$ cat src/rtl/mer_sweep_ctrl_pkg.sv
// Shared types and constants for the MER sweep controller: FSM states and the
// ISI power table (20/30/40/55 dB) applied one entry per sweep level.
package mer_pkg;

   localparam int ISI_W = 18;

   typedef enum logic [2:0] {
      IDLE,
      LOAD,
      SETTLE,
      ARM,
      MEASURE,
      CAPTURE,
      REPORT
   } state_t;

   localparam logic [3:0][ISI_W-1:0] LVL_TABLE = {18'd165, 18'd927, 18'd2931, 18'd9268};

   // Levels beyond the table reuse the last (weakest) ISI setting.
   function automatic logic [ISI_W-1:0] lvl_power(input int unsigned idx);
      return (idx > 32'd3) ? LVL_TABLE[3] : LVL_TABLE[idx[1:0]];
   endfunction

endpackage

$ cat src/rtl/mer_sweep_ctrl_if.sv
// Result channel of the MER sweep controller: valid/ready handshake carrying
// the level index and the captured I/Q error-square sums.
interface mer_sweep_ctrl_if #(
   parameter int ERR_WID = 56,
   parameter int LVL_W   = 2
) ();

   logic               res_valid;
   logic               res_ready;
   logic [LVL_W-1:0]   res_lvl;
   logic [ERR_WID-1:0] res_i;
   logic [ERR_WID-1:0] res_q;

   modport master (output res_valid, res_lvl, res_i, res_q, input res_ready);
   modport slave  (input res_valid, res_lvl, res_i, res_q, output res_ready);

endinterface

$ cat src/rtl/mer_sweep_ctrl_sym_counter.sv
// Symbol counter used for the post-load settle interval; tc fires combinationally
// on the TERM-th enabled symbol and the count wraps to zero there.
module sym_counter #(
   parameter int unsigned TERM = 16
) (
   input  logic sys_clk,
   input  logic reset,
   input  logic en,
   input  logic clr,
   output logic tc
);

   localparam int unsigned CW = (TERM > 1) ? $clog2(TERM) : 1;

   logic [CW-1:0] cnt;

   assign tc = en && (cnt == CW'(TERM - 1));

   always_ff @(posedge sys_clk or negedge reset) begin
      if (!reset) begin
         cnt <= '0;
      end else if (clr) begin
         cnt <= '0;
      end else if (en) begin
         cnt <= tc ? '0 : cnt + CW'(1);
      end
   end

endmodule

$ cat src/rtl/mer_sweep_ctrl.sv
// MER sweep controller: steps the DUT through NUM_LVL ISI power levels, measuring
// one LFSR period per level. Define MER_SWEEP_Q_EN to capture the Q error sum.
module mer_sweep_ctrl
   import mer_pkg::*;
#(
   parameter int NUM_LVL    = 4,
   parameter int SETTLE_SYM = 16,
   parameter int ERR_WID    = 56
) (
   input  logic               sys_clk,
   input  logic               reset,
   input  logic               sym_clk_en,
   input  logic               start,
   input  logic               abort,
   input  logic               cycle,
   input  logic [ERR_WID-1:0] err_sq_i,
   input  logic [ERR_WID-1:0] err_sq_q,
   output logic               load,
   output logic               clr_acc,
   output logic [ISI_W-1:0]   isi_power,
   output logic               busy,
   output logic               done,
   mer_sweep_ctrl_if.master   res
);

   localparam int unsigned    LVL_W    = (NUM_LVL > 1) ? $clog2(NUM_LVL) : 1;
   localparam logic [LVL_W-1:0] LAST_LVL = LVL_W'(NUM_LVL - 1);

   state_t             state;
   logic [LVL_W-1:0]   lvl;
   logic [ERR_WID-1:0] res_i_r;
   logic               mark;
   logic               settle_tc;

   assign mark    = cycle & sym_clk_en;
   assign load    = (state == LOAD) & sym_clk_en;
   assign clr_acc = ((state == ARM) || (state == MEASURE)) & mark;

   // Counter is held clear outside SETTLE, so every settle interval starts at 0.
   sym_counter #(.TERM(SETTLE_SYM)) u_settle (
      .sys_clk (sys_clk),
      .reset   (reset),
      .en      ((state == SETTLE) && sym_clk_en),
      .clr     (state != SETTLE),
      .tc      (settle_tc)
   );

   always_ff @(posedge sys_clk or negedge reset) begin
      if (!reset) begin
         state         <= IDLE;
         lvl           <= '0;
         isi_power     <= LVL_TABLE[0];
         busy          <= 1'b0;
         done          <= 1'b0;
         res.res_valid <= 1'b0;
         res.res_lvl   <= '0;
         res_i_r       <= '0;
      end else begin
         done <= 1'b0;
         if (abort && (state != IDLE)) begin
            state         <= IDLE;
            busy          <= 1'b0;
            res.res_valid <= 1'b0;
         end else begin
            case (state)
               IDLE: if (start) begin
                  state     <= LOAD;
                  lvl       <= '0;
                  isi_power <= lvl_power(32'd0);
                  busy      <= 1'b1;
               end
               LOAD:    if (sym_clk_en) state <= SETTLE;
               // A period marker on the terminal symbol only arms; it is not consumed here.
               SETTLE:  if (settle_tc) state <= ARM;
               ARM:     if (mark) state <= MEASURE;
               MEASURE: if (mark) state <= CAPTURE;
               CAPTURE: begin
                  res_i_r       <= err_sq_i;
                  res.res_lvl   <= lvl;
                  res.res_valid <= 1'b1;
                  state         <= REPORT;
               end
               REPORT: if (res.res_ready) begin
                  res.res_valid <= 1'b0;
                  if (lvl == LAST_LVL) begin
                     done  <= 1'b1;
                     busy  <= 1'b0;
                     state <= IDLE;
                  end else begin
                     lvl       <= lvl + LVL_W'(1);
                     isi_power <= lvl_power(32'(lvl) + 32'd1);
                     state     <= LOAD;
                  end
               end
               default: state <= IDLE;
            endcase
         end
      end
   end

   assign res.res_i = res_i_r;

`ifdef MER_SWEEP_Q_EN
   logic [ERR_WID-1:0] res_q_r;

   always_ff @(posedge sys_clk or negedge reset) begin
      if (!reset) begin
         res_q_r <= '0;
      end else if ((state == CAPTURE) && !abort) begin
         res_q_r <= err_sq_q;
      end
   end

   assign res.res_q = res_q_r;
`else
   logic unused_err_q;
   assign unused_err_q = ^err_sq_q;
   assign res.res_q    = '0;
`endif

endmodule

$ cat src/flat_wrapper.sv
// flat-port wrapper written by rule: the top's interface ports become plain ports
module mer_sweep_ctrl_flat import mer_pkg::*;
#(
   parameter int NUM_LVL    = 4,
   parameter int SETTLE_SYM = 16,
   parameter int ERR_WID    = 56
)
  (sys_clk, reset, sym_clk_en, start, abort, cycle, err_sq_i, err_sq_q, load, clr_acc, isi_power, busy, done, res_res_valid, res_res_lvl, res_res_i, res_res_q, res_res_ready);
  mer_sweep_ctrl_if #(.ERR_WID(ERR_WID), .LVL_W(2)) res_i ();
  input  logic sys_clk;
  input  logic reset;
  input  logic sym_clk_en;
  input  logic start;
  input  logic abort;
  input  logic cycle;
  input  logic [ERR_WID-1:0] err_sq_i;
  input  logic [ERR_WID-1:0] err_sq_q;
  output logic load;
  output logic clr_acc;
  output logic [ISI_W-1:0] isi_power;
  output logic busy;
  output logic done;
  output wire logic [$bits(res_i.res_valid)-1:0] res_res_valid;
  output wire logic [$bits(res_i.res_lvl)-1:0] res_res_lvl;
  output wire logic [$bits(res_i.res_i)-1:0] res_res_i;
  output wire logic [$bits(res_i.res_q)-1:0] res_res_q;
  input wire logic [$bits(res_i.res_ready)-1:0] res_res_ready;
  assign res_res_valid = res_i.res_valid;
  assign res_res_lvl = res_i.res_lvl;
  assign res_res_i = res_i.res_i;
  assign res_res_q = res_i.res_q;
  assign res_i.res_ready = res_res_ready;
  mer_sweep_ctrl #(.NUM_LVL(NUM_LVL), .SETTLE_SYM(SETTLE_SYM), .ERR_WID(ERR_WID)) u_core (.sys_clk(sys_clk), .reset(reset), .sym_clk_en(sym_clk_en), .start(start), .abort(abort), .cycle(cycle), .err_sq_i(err_sq_i), .err_sq_q(err_sq_q), .load(load), .clr_acc(clr_acc), .isi_power(isi_power), .busy(busy), .done(done), .res(res_i));
endmodule
$ cat config.mk
export PLATFORM = sky130hd
export DESIGN_NAME = mer_sweep_ctrl_flat
export DESIGN_NICKNAME = d
export VERILOG_FILES = /design/src/rtl/mer_sweep_ctrl_pkg.sv /design/src/rtl/mer_sweep_ctrl_if.sv /design/src/rtl/mer_sweep_ctrl_sym_counter.sv /design/src/rtl/mer_sweep_ctrl.sv /design/src/flat_wrapper.sv
export SDC_FILE = /design/constraint.sdc
export NUM_CORES = 1
export LEC_CHECK = 0
export CELL_PAD_IN_SITES_DETAIL_PLACEMENT = 1
export CELL_PAD_IN_SITES_GLOBAL_PLACEMENT = 2
export CORE_AREA = 5 5 107 109
export DETAILED_ROUTE_END_ITERATION = 16
export DIE_AREA = 0 0 112 114
export DONT_BUFFER_PORTS = 1
export HOLD_SLACK_MARGIN = 0.02
export PLACE_DENSITY = 0.94
export SLEW_MARGIN = 20
export SYNTH_ARGS = -nofsm -noshare
export SYNTH_HDL_FRONTEND = slang
export SYNTH_SLANG_ARGS = --single-unit
export TNS_END_PERCENT = 10
$ cat constraint.sdc
create_clock -name sys_clk -period 3.3 [get_ports sys_clk]
set_clock_uncertainty 0.1 [all_clocks]
set_input_delay 0.99 -clock sys_clk [delete_from_list [all_inputs] [get_ports sys_clk]]
set_output_delay 0.99 -clock sys_clk [all_outputs]
set_load 0.01 [all_outputs]
==> summary.md, run 1 <==
| Metric | Value |
|---|---|
| Arr. time, crit path | `1660 ps` |
| Final wirelength | `7.91 mm` |
| Initial antenna violation count | `0` |
| Slew @ Worst Pin | `600 ps` |
| Post-synthesis mux area share | `20.4%` |
| Post_cts resized | `0` |
| Slowest-stage cell, CP | `dfrtp_1` |
| CP max FO | `20` |
| GRT overflow | `0` |
| Prevailing post-synth register cell | `dfrtp_1` |
| Yosys warnings | `0` |
| R2R Setup Slk | `1130 ps` |
| F_max | `364 MHz` |
| Placed Area | `0.00378 sq mm` |
| Clock Root Buffer | `clkbuf_8` |
| Main combinational cell family by area after synthesis | `multiplexers` |
| Cell Area, Synth | `0.00394 sq mm` |
| Cts hold-fix bufs | `0` |
| Fin. Hold Viols | `0` |
| Clock buffer count from CTS | `9` |
| Power Total | `0.00258 W` |
| Period utilisation layout | `83.2%` |
| # Max-Cap Violations | `0` |
| Critical Path RT | `2210 ps` |
| Initial Utilization | `37.5%` |
| CP Capture Type | `primary output` |
| Final Util | `37.9%` |
| Switch Pwr | `0.000809 W` |
| Setup TNS | `0 ps` |
| Final ANT Viol Nets | `0` |
| Cells after synthesis | `325` |
| Tmin final | `2750 ps` |
| PD cells | `650 mW/mm^2` |
| Count of state elements after synthesis | `79` |
| Ports | `256` |
| Worst-path cell chain | `nor3b_1, a21oi_1, nor2_1` |
| Startpoint types | `flip-flop` |
| Worst-path clk slew | `80 ps` |
| Sequential share of the synthesized area | `50.3%` |
| Pint | `0.00178 W` |
| Die X | `112 microns` |
| Slew HR | `60.0%` |
| WHS | `233 ps` |
| Leading cell type in the layout, fill and taps excluded | `dfrtp_1` |
| Ant. Diodes | `0` |
| Synth Area in Adders | `2.54%` |
| Reg power frac | `55.8%` |
| Simple-gate area share of the yosys netlist | `5.88%` |
| TritonCTS clock tree | `done` |
| Vias per cell | `4.64` |
| Max VDD drop | `194 uV` |
| Total vias in the final route | `2144` |
| Reg2Reg Depth | `5` |
| Yosys cell types | `38` |
| # Post-CTS Setup Buffers | `0` |
| Iter 0 DRT Violations | `112` |
| Clock H-tree levels | `3` |
| Worst Hold Class | `in2async` |
| DR WL/cell | `17.1 microns` |
| Slowest stage delay, CP | `730 ps` |
| Post-synth EDFFs | `0` |
| Clock Power Share | `28.1%` |
| DIE AREA | `0.0128 sq mm` |
| Total Nets Final | `444` |
| Comb pwr share | `16.1%` |
| FF-to-FF End | `u_core.isi_power[0]$_DFFE_PN0P_` |
| Sw frac | `31.3%` |
| Detailed Place HPWL | `5.94 mm` |
| Most frequent cells in the layout | `dfrtp_1, conb_1, mux2_2, nand2_1, clkbuf_8` |
| Max-slew violation count | `0` |
| Port buffer count | `0` |
| First-pass GRT wire length | `12.2 mm` |
| Leak | `1.98 nW` |
| CP startpoint | `u_core.state[2]$_DFFE_PN0P_` |
| Row count | `38` |
| Status | `complete, no violations` |
| Total Routing Usage GR | `11.8%` |
| Synth Area in XOR/XNOR | `0.445%` |
| Clock sinks | `79` |
| Share of layout cells above drive strength 1 | `25.8%` |
| DRC errors left | `0` |
| CORE AREA | `0.0105 sq mm` |
| Via count of the first global-routing pass | `2282` |
| Final instance area | `0.00398 sq mm` |
| Reg2Reg Launch Point | `u_core.lvl[0]$_DFFE_PN0P_` |
| Largest net degree at the start of global routing | `80` |
| Fill cell count | `1158` |
| Endpoints failing setup | `0` |
| Kind of critical path | `reg2out` |
| Gpl congestion | `0.791` |
| Detailed-router iteration count before antenna repair | `4` |
| Area added between synthesis and finish | `1.08%` |
| Synth Area in Compound Gates | `4.45%` |
| RSZ-0062 raised after global routing | `no` |
| Ys async rst share | `100%` |
| Avg Cell Area, Syn | `12.1 sq um` |
| Clock latency on the worst-skew pair | `340 ps` |
| Worst setup endpoint | `clr_acc` |
| Clock buffer depth | `2` |
| Die height | `114 microns` |
layout make-up:
| cell class | instances | area, sq um | area share [%] |
|---|---|---|---|
| Sequential cell | 79 | 1980 | 49.8 |
| Multi-Input combinational cell | 216 | 1560 | 39.3 |
| Tap cell | 140 | 175 | 4.40 |
| Clock buffer | 14 | 163 | 4.09 |
| Clock inverter | 2 | 38.8 | 0.975 |
| Inverter | 10 | 37.5 | 0.943 |
| Timing Repair Buffer | 1 | 20.0 | 0.503 |
metrics by stage:
| step | instances | worst slack (ps) |
|---|---|---|
| floorplan | 385 | 552 |
| global placement | 446 | 786 |
| detailed placement | 446 | 761 |
| CTS | 462 | 546 |
| global route | 462 | 436 |
| finish | 462 | 554 |
cells in the mapped netlist (all sizes together) (3+ instances only):
master | count | area (sq um)
buf | 76 | 569
o21ai | 9 | 45.0
dfrtp | 75 | 1880
dfstp | 4 | 105
nand3 | 5 | 30.0
a21oi | 10 | 50.1
inv | 10 | 37.5
mux2 | 65 | 754
nand2 | 13 | 48.8
nand2b | 4 | 25.0
nor2b | 3 | 18.8
mux2i | 5 | 50.1
nor2 | 11 | 43.8
clkbuf | 4 | 15.0
nor3 | 3 | 15.0
ha | 8 | 100
power by group through the flow:
stage          registers (W)  logic, W  clock network, W
6_report             0.00144  0.000417          0.000726
5_1_grt              0.00147  0.000468          0.000806
4_1_cts              0.00145  0.000425          0.000758
3_5_place_dp         0.00147  0.000425                 0
3_3_place_gp         0.00145  0.000396                 0
2_1_floorplan        0.00137  0.000464                 0
per-layer routing:
layer / routed length, microns / track usage, % / vias up
met4: 112 / 4.73 / 0
met3: 762 / 4.93 / 10
li1: - / - / 956
met2: 4130 / 19.9 / 111
met1: 2910 / 13.3 / 1067
met5: 0 / 0 / -
state kept, by name, summed over array words and instances, names as in the netlist, 2 cells and up:
register and flops:
u_core.lvl 2, u_core.res.res_i 56, u_core.isi_power 9, u_core.res.res_lvl 2, u_core.state 3, u_core.u_settle.cnt 4
worst max-delay path: cells and delay by family (launching register included):
kind / cells / cell delay, ps
simple gates: 2 / 510
compound gates: 1 / 70
flops: 1 / 730
cells by family (layout without fill, tap and decap cells):
logic type | Yosys count | count (layout)
AO/OA/AOI/OAI | 29 | 29
XOR/XNOR | 2 | 2
adder cells (fa/ha/maj) | 8 | 8
buffers and inverters | 90 | 27
flip-flops | 79 | 79
multiplexers | 70 | 70
other | 1 | 61
AND/OR/NAND/NOR | 46 | 46
how the worst min path moves through the flow:
stage	slack (ps)	end	cells after the start	start
4_1_cts	210	u_core.done$_DFF_PN0_	0	reset
2_1_floorplan	430	u_core.res.res_i[33]$_DFFE_PN0P_	1	u_core.res.res_i[33]$_DFFE_PN0P_
6_report	230	u_core.isi_power[7]$_DFFE_PN0P_	0	reset
5_1_grt	200	u_core.isi_power[7]$_DFFE_PN0P_	0	reset
3_3_place_gp	450	u_core.res.res_i[33]$_DFFE_PN0P_	1	u_core.res.res_i[33]$_DFFE_PN0P_
3_5_place_dp	470	u_core.res.res_i[33]$_DFFE_PN0P_	1	u_core.res.res_i[33]$_DFFE_PN0P_
No activity file was read; power rests on OpenSTA's default activity.
==> run 2: changes to the inputs <==
- CORE_AREA: 5 5 107 109 -> 5 5 116 118
- DIE_AREA: 0 0 112 114 -> 0 0 121 123
- PLACE_DENSITY: 0.94 -> 0.85
- clock period: 3.3 -> 2.3 ns (I/O delays scaled with it)
==> summary.md, run 2 (synthesized netlist as in run 1, its figures left out) <==
| Metric | Value |
|---|---|
| Status | `finished, violations left` |
| Violated checks | `hold timing` |
| DR WL/cell | `16.2 microns (-5.5%)` |
| Die height | `123 microns (+7.9%)` |
| Worst Hold Class | `in2async` |
| Vias per cell | `4.39 (-5.4%)` |
| Fin. Hold Viols | `75 (+75)` |
| Final Util | `33.4% (-4.4 points)` |
| CP max FO | `20 (unchanged)` |
| Slew @ Worst Pin | `614 ps (+14.5 ps)` |
| FF/Latch Area | `0.00199 sq mm (+0.32%)` |
| Most frequent cells in the layout | `dfrtp_1, conb_1, mux2_2, nand2_1` |
| CP Capture Type | `primary output` |
| RSZ-0062 raised after global routing | `no` |
| Max FFs per register | `56 (unchanged)` |
| Final ANT Viol Nets | `0 (unchanged)` |
| Worst-path cell chain | `nor3b_1, a21oi_1, nor2_1` |
| Port buffer count | `0 (unchanged)` |
| Slowest stage delay, CP | `550 ps (-180 ps)` |
| Slowest-stage cell, CP | `dfrtp_4` |
| GRT overflow | `0 (unchanged)` |
| Final instance area | `0.00413 sq mm (+3.9%)` |
| Endpoints failing setup | `0 (unchanged)` |
| WHS | `-44.2 ps (-277 ps)` |
| Total vias in the final route | `2173 (+1.4%)` |
| Tmin final | `2210 ps` |
| Detailed-router iteration count before antenna repair | `4 (unchanged)` |
| # Post-CTS Setup Buffers | `0 (unchanged)` |
| First-pass GRT wire length | `12.0 mm (-1.4%)` |
| Clock buffer count from CTS | `9 (unchanged)` |
| Clock H-tree levels | `3 (unchanged)` |
| Clock Root Buffer | `clkbuf_16` |
| F_max | `453 MHz` |
| Gpl congestion | `0.676 (-14%)` |
| Initial Utilization | `31.8% (-5.6 points)` |
| Ant. Diodes | `0 (unchanged)` |
| PD cells | `981 mW/mm^2 (+51%)` |
| Critical Path RT | `1510 ps (-700 ps)` |
| Fill cell count | `1360 (+17%)` |
| Row count | `41 (+7.9%)` |
| Max VDD drop | `277 uV (+43%)` |
| DRC errors left | `0 (unchanged)` |
| Area added between synthesis and finish | `4.99%` |
| Via count of the first global-routing pass | `2299 (+0.74%)` |
| Area of the multi-input gates | `0.00157 sq mm (+0.32%)` |
| Largest net degree at the start of global routing | `80 (unchanged)` |
| Placed Area | `0.00383 sq mm (+1.5%)` |
| Die X | `121 microns (+8.0%)` |
| Ports | `256 (unchanged)` |
| Worst-path clk slew | `60 ps (-20 ps)` |
| Setup TNS | `0 ps (unchanged)` |
| DIE AREA | `0.0149 sq mm (+17%)` |
| Max-slew violation count | `0 (unchanged)` |
| Iter 0 DRT Violations | `83 (-26%)` |
| Clock buffer depth | `2 (unchanged)` |
| Total Nets Final | `446 (+0.45%)` |
| Kind of critical path | `reg2out` |
| Slew HR | `59.0% (-0.97 points)` |
| Leading cell type in the layout, fill and taps excluded | `dfrtp_1` |
| TritonCTS clock tree | `done` |
| Period utilisation layout | `95.9%` |
| Arr. time, crit path | `1420 ps (-240 ps)` |
| Final wirelength | `8.01 mm (+1.3%)` |
| CORE AREA | `0.0124 sq mm (+18%)` |
| Clock sinks | `79 (unchanged)` |
| Initial antenna violation count | `0 (unchanged)` |
| Detailed Place HPWL | `5.92 mm (-0.38%)` |
| Startpoint types | `flip-flop` |
| Clock latency on the worst-skew pair | `330 ps (about the same)` |
| # Max-Cap Violations | `0 (unchanged)` |
| Share of layout cells above drive strength 1 | `27.9% (+2.1 points)` |
| Total Routing Usage GR | `10.3% (-1.5 points)` |
| Leak | `2.02 nW (+2.3%)` |
run 2: where the power goes:
part | switching (W) | internal [W]
clock network | 0.000548 | 0.000836
registers | 0.000397 | 0.00168
logic | 0.000283 | 0.000312
total | 0.00123 | 0.00283
run 2: critical path, delay by kind of cell (launching register included):
kind               cells  cell delay, ps
DFF                    1             550
AOI/OAI and AO/OA      1              70
and+or+nand+nor        2             480
run 2: final timing paths:
| path | startpoint | endpoint | slack [ps] | depth (start not counted) |
|---|---|---|---|---|
| min in group sys_clk | abort | u_core.state[1]$_DFFE_PN0P_ | 320 | 1 |
| worst max register to register | u_core.state[2]$_DFFE_PN0P_ | u_core.isi_power[7]$_DFFE_PN0P_ | 310 | 4 |
| max in group asynchronous | reset | u_core.isi_power[5]$_DFFE_PN1P_ | 1920 | 0 |
| worst min register to register | u_core.res.res_i[53]$_DFFE_PN0P_ | u_core.res.res_i[53]$_DFFE_PN0P_ | 460 | 1 |
| worst min-delay path | reset | u_core.busy$_DFFE_PN0P_ | -40 | 0 |
| worst max-delay path | u_core.state[2]$_DFFE_PN0P_ | clr_acc | 90 | 3 |
run 2: timing repair:
item,4_1_cts,5_1_grt
setup endpoints to repair,2,2
resized for setup,2,3
endpoints found under the hold margin,75,75
pin swaps,0,0
run 2: cell type report:
class / instances / share of cell area, %
clock buffer: 10 / 5.54
multi-input combinational: 216 / 37.9
tap: 172 / 5.21
clock inverter: 5 / 1.45
sequential: 79 / 48.1
inverter: 10 / 0.908
timing repair buffer: 3 / 0.848
run 2: per-layer routing:
layer  wire (microns)  track usage [%]  up-vias
met1             2960             11.2     1086
li1                 -                -      961
met4              151             4.96        0
met2             4110             17.7      115
met5                0                0        -
met3              785             3.98       11
run 2: metrics by stage:
stage | setup WS [ps] | std cells | power (W)
2_1_floorplan | 152 | 385 | 0.00264
3_3_place_gp | 191 | 480 | 0.00266
3_5_place_dp | 131 | 480 | 0.00270
4_1_cts | 1.25 | 495 | 0.00412
5_1_grt | 9.44 | 495 | 0.00429
6_report | 93.3 | 495 | 0.00405
==> run 3: changes to the inputs <==
- SLEW_MARGIN: 20 -> unset
==> results of run 3 <==
The final DEF is identical to that of run 2; final timing and power are the same.
